===== src/rtl/blink_pkg.sv =====
// Shared definitions for the blink round controller: state geometry,
// FSM encoding and the default round-constant width.
package blink_pkg;

  localparam int STATE_W      = 128;
  localparam int CELL_W       = 4;
  localparam int ROWS         = 4;
  localparam int ROW_W        = STATE_W / ROWS;
  localparam int COLS         = ROW_W / CELL_W;
  localparam int RC_W_DEFAULT = 8;

  typedef enum logic [1:0] {
    IDLE = 2'd0,
    RUN  = 2'd1,
    DONE = 2'd2
  } blink_state_e;

endpackage


===== src/rtl/blink_mix_columns.sv =====
// Column diffusion: each output cell in a column is the XOR of the other
// three cells of that column, which makes the mapping its own inverse.
module blink_mix_columns
  import blink_pkg::*;
(
  input  logic [STATE_W-1:0] din,
  output logic [STATE_W-1:0] dout
);

  always_comb begin
    dout = '0;
    for (int c = 0; c < COLS; c++) begin
      for (int i = 0; i < ROWS; i++) begin
        for (int j = 0; j < ROWS; j++) begin
          if (j != i) begin
            dout[i*ROW_W + c*CELL_W +: CELL_W] =
              dout[i*ROW_W + c*CELL_W +: CELL_W] ^ din[j*ROW_W + c*CELL_W +: CELL_W];
          end
        end
      end
    end
  end

endmodule


===== src/rtl/blink_round_ctrl.sv =====
// Round controller: accepts one job, applies key/round-constant mixing plus
// column diffusion once per cycle, then holds the result until consumed.
module blink_round_ctrl
  import blink_pkg::*;
#(
  parameter int MAX_ROUNDS = 16,
  parameter int RC_W       = RC_W_DEFAULT
) (
  input  logic                clk,
  input  logic                rst,
  input  logic                in_valid,
  output logic                in_ready,
  input  logic [STATE_W-1:0]  in_data,
  input  logic [STATE_W-1:0]  in_key,
  input  logic [4:0]          in_rounds,
  input  logic                rc_en,
  input  logic                abort,
  output logic                out_valid,
  input  logic                out_ready,
  output logic [STATE_W-1:0]  out_data,
  output logic                busy,
  output logic [4:0]          round_cnt
);

  blink_state_e       state_q;
  logic [STATE_W-1:0] data_q;
  logic [STATE_W-1:0] key_q;
  logic [4:0]         rounds_q;
  logic               rc_en_q;

  logic [4:0]         rounds_clamped;
  logic [STATE_W-1:0] rc_vec;
  logic [STATE_W-1:0] mix_in;
  logic [STATE_W-1:0] mix_out;
  logic               last_round;

  assign rounds_clamped = (in_rounds > 5'(MAX_ROUNDS)) ? 5'(MAX_ROUNDS) : in_rounds;
  assign last_round     = ({1'b0, round_cnt} + 6'd1) == {1'b0, rounds_q};

  // The round constant is the 1-based index of the round being computed.
  always_comb begin
    rc_vec = '0;
    if (rc_en_q) begin
      rc_vec[RC_W-1:0] = RC_W'({1'b0, round_cnt} + 6'd1);
    end
  end

  assign mix_in = data_q ^ key_q ^ rc_vec;

  blink_mix_columns u_mix (
    .din  (mix_in),
    .dout (mix_out)
  );

  assign in_ready = (state_q == IDLE);
  assign busy     = (state_q == RUN) || (state_q == DONE);
  assign out_data = data_q;

  // out_valid is registered one cycle after entering DONE; abort always wins.
  always_ff @(posedge clk or posedge rst) begin
    if (rst) begin
      state_q   <= IDLE;
      data_q    <= '0;
      key_q     <= '0;
      rounds_q  <= '0;
      rc_en_q   <= 1'b0;
      round_cnt <= '0;
      out_valid <= 1'b0;
    end else begin
      case (state_q)
        IDLE: begin
          if (in_valid) begin
            data_q    <= in_data;
            key_q     <= in_key;
            rounds_q  <= rounds_clamped;
            rc_en_q   <= rc_en;
            round_cnt <= '0;
            out_valid <= 1'b0;
            state_q   <= (rounds_clamped != 5'd0) ? RUN : DONE;
          end
        end
        RUN: begin
          if (abort) begin
            state_q <= IDLE;
          end else begin
            data_q    <= mix_out;
            round_cnt <= round_cnt + 5'd1;
            if (last_round) begin
              state_q <= DONE;
            end
          end
        end
        DONE: begin
          if (abort || (out_valid && out_ready)) begin
            state_q   <= IDLE;
            out_valid <= 1'b0;
          end else begin
            out_valid <= 1'b1;
          end
        end
        default: begin
          state_q   <= IDLE;
          out_valid <= 1'b0;
        end
      endcase
    end
  end

endmodule


===== config.mk =====
export PLATFORM = sky130hd
export DESIGN_NAME = blink_round_ctrl
export DESIGN_NICKNAME = d
export VERILOG_FILES = /design/src/rtl/blink_pkg.sv /design/src/rtl/blink_mix_columns.sv /design/src/rtl/blink_round_ctrl.sv
export SDC_FILE = /design/constraint.sdc
export NUM_CORES = 1
export LEC_CHECK = 0
export CAP_MARGIN = 20
export CORE_MARGIN = 5
export CORE_UTILIZATION = 40
export DETAILED_ROUTE_END_ITERATION = 10
export PLACE_DENSITY_LB_ADDON = 0.12
export SLEW_MARGIN = 10
export SYNTH_ARGS = -nofsm -noshare
export SYNTH_HDL_FRONTEND = slang
export SYNTH_HIERARCHICAL = 1
export SYNTH_SLANG_ARGS = --single-unit

===== constraint.sdc =====
create_clock -name clk -period 14 [get_ports clk]
set_input_delay 3.5 -clock clk [delete_from_list [all_inputs] [get_ports clk]]
set_output_delay 3.5 -clock clk [all_outputs]
set_load 0.1 [all_outputs]

==> flow_summary.yaml <==
worst_setup_path:
  path_cells: "inv_1, ha_1, clkdlybuf4s50_1"
  critical_path.endpoint_type: "output port"
  max_stage_delay_ns: 1.21
  timing.rr.start: "state_q[0]"
  worstReg2RegEnd: "key_q[27]"
  r2r_slack_ns: 10.81
  crit_arrival_ns: 2.58
  cp_data_required_time_ns: 10.50
  cp-start-kind: "register"
  critPathSlowestCell: "clkdlybuf4s50_1"
  r2r_cells: 6
  critPathMaxFanout: 6
  path_class: "reg -> out"
placed_design:
  place_ws_ns: 7.53
  dp_cells: 2056
  place_hpwl_mm: 29.3
  numPortBuffers: 402
  gp_congestion: 0.798
route:
  first_pass_iters: 4
  wl_mm: 41.1
  drtAntennaViolNets: 0
  drc: 0
  wire_per_inst_um: 19.4
  vias: 10200
  drt_iter0_drc: 387
  vias_per_cell: 4.79
grt:
  use_met1: 0.234
  grt_first_pass_wirelength_mm: 64.1
  grt_use_met3: 0.0694
  track_usage: 0.184
  antenna_found_initial: 10
  use_met2: 0.297
  top_usage_layer: "met2"
  grt_max_degree: 152
  grt_overflow_total: 0
  grt_pass1_vias: 11100
logic_synthesis:
  ys_warn_count: 6
  synth_nets: 1455
  yosysSeqAreaShare: 0.423
  synth_top_area_frac: 0.423
  synthCells: 1184
  async_reset_ff_frac: 1.00
  synth_ff_type: "dfrtp_1"
  synth.area.top_cells: "dfrtp_1 42%, xor3_4 11%, xor3_1 9.5%"
  syn_area_per_cell_um2: 13.5
  yosys.area.top_type: "dfrtp_1"
  synth-seq-cells: 270
  yosysUniqueCellTypes: 37
  synth_edf_count: 0
  netlist_area_mm2: 0.0160
timing:
  rsz0062_at_grt: "no"
  period_share: 0.434
  finalMaxSlewViolations: 0
  worst_slack_ns: 7.92
  fin_skew_ns: 0.00835
  hold_viol_final: 0
  max_freq_mhz: 164
  slew_headroom: 0.280
  fin_crit_ns: 6.08
  setup_tns_ns: 0
  worst_pin_slew_ns: 1.08
  setup_violations: 0
clock_tree:
  clock_latency_ns: 0.52
  cts_setup_buffers: 0
  h-tree-depth: 2
  hold_buffers: 0
  clock_path_buffers: 3
  cts-root-buf: "clkbuf_16"
  cts.reportedPaths.clkPinSlew_ns: 0.06
  cts_resized: 0
  cts_made_buffers: 34
  cts_tree: "done"
  clock_sinks: 270
floorplan:
  die_h_um: 210
  die-width_um: 210
  core_area_mm2: 0.0396
  die_area_mm2: 0.0440
  pin_count: 403
  initial_core_util: 0.403
  rows: 73
hold_path:
  worstHoldStart: "rounds_q[2]"
  hold_path.class: "reg -> reg"
  whs_endpoint: "rounds_q[2]"
  min_path_cells: 2
status:
  status: "complete, no violations"
layout:
  layout-drive-gt1-share: 0.163
  multi_input_area_mm2: 0.00885
  seq_area_mm2: 0.00676
  syn_to_final_growth_pct: 34.9
  final_cells: 2121
  final_nets: 1838
  fillers: 3447
run:
  cap_violations: 0
-- cell usage in the layout (no fill, tap or decap), types with 3 or more instances in the layout --
master,count
clkbuf_16,37
nand2b_1,5
inv_1,4
nand3_1,3
o21ai_0,105
diode_2,4
clkbuf_1,10
nor2_1,7
clkbuf_8,11
o21ai_1,33
xor3_1,64
dfrtp_1,270
clkdlybuf4s50_1,402
mux2_2,131
nand2_1,138
xor3_4,64
buf_4,6
xnor2_1,11
ha_1,3
mux2i_1,129
xor2_1,129
-- cell usage after synthesis (3+ instances only) --
master / number
dfrtp_1: 270
clkbuf_1: 16
o21ai_1: 33
o21ai_0: 105
inv_1: 5
ha_1: 4
nand2b_1: 5
nor2_1: 7
xor3_1: 64
nand3_1: 3
mux2_2: 131
xnor2_1: 11
nand2_1: 139
mux2i_1: 129
xor3_4: 64
xor2_1: 129
buf_6: 11
buf_2: 32
-- critical path: cells and delay by family (launching register included) --
kind,cells,cell delay [ns]
buf+inv,2,1.32
flops,1,0.41
fa+ha+maj,1,0.32
-- layout make-up --
| class | count | share of cell area |
|---|---|---|
| clock buffer | 58 | 0.0518 |
| antenna | 4 | 0.000465 |
| sequential | 270 | 0.314 |
| multi-input combinational | 847 | 0.411 |
| inverter | 5 | 0.00122 |
| tap | 525 | 0.0305 |
| clock inverter | 3 | 0.00186 |
| timing repair buffer | 409 | 0.190 |
-- registers in the layout, summed over array words and instances, names as in the netlist --
| signal | cells |
|---|---|
| key_q | 128 |
| out_data | 128 |
| out_valid | 1 |
| rc_en_q | 1 |
| round_cnt | 5 |
| rounds_q | 5 |
| state_q | 2 |
-- routing by layer --
layer,part of all wire,vias to the layer above
li1,-,4878
met1,0.42,4949
met2,0.47,267
met3,0.088,62
met4,0.021,14
met5,0.0022,-
-- cells by family after synthesis --
| logic type | share of synthesized area |
|---|---|
| AOI/OAI and AO/OA | 0.0482 |
| xor gates and xnor gates | 0.285 |
| adders and majority gates | 0.00313 |
| buffers and inverters | 0.0241 |
| DFF | 0.423 |
| muxes | 0.173 |
| and+or+nand+nor | 0.0429 |
-- stage by stage --
| step | util | area, um2 | hold slack (ns) |
|---|---|---|---|
| 2_1_floorplan | - | 16000 | 0.461 |
| 3_3_place_gp | 0.514 | 20400 | 0.491 |
| 3_5_place_dp | 0.514 | 20400 | 0.495 |
| 4_1_cts | 0.543 | 21500 | 0.512 |
| 5_1_grt | 0.543 | 21500 | 0.537 |
| 6_report | 0.543 | 21500 | 0.511 |
-- how the worst max path moves through the flow --
stage          cells past startpoint       start   endpoint
2_1_floorplan                      1         rst   key_q[0]
3_3_place_gp                       5    in_valid  key_q[54]
3_5_place_dp                       5    in_valid  key_q[24]
4_1_cts                            3  state_q[0]   in_ready
5_1_grt                            3  state_q[0]   in_ready
6_report                           3  state_q[0]   in_ready
Power is not shown: default switching activity piles up to over one toggle a cycle in this logic, so the estimate is an artifact.
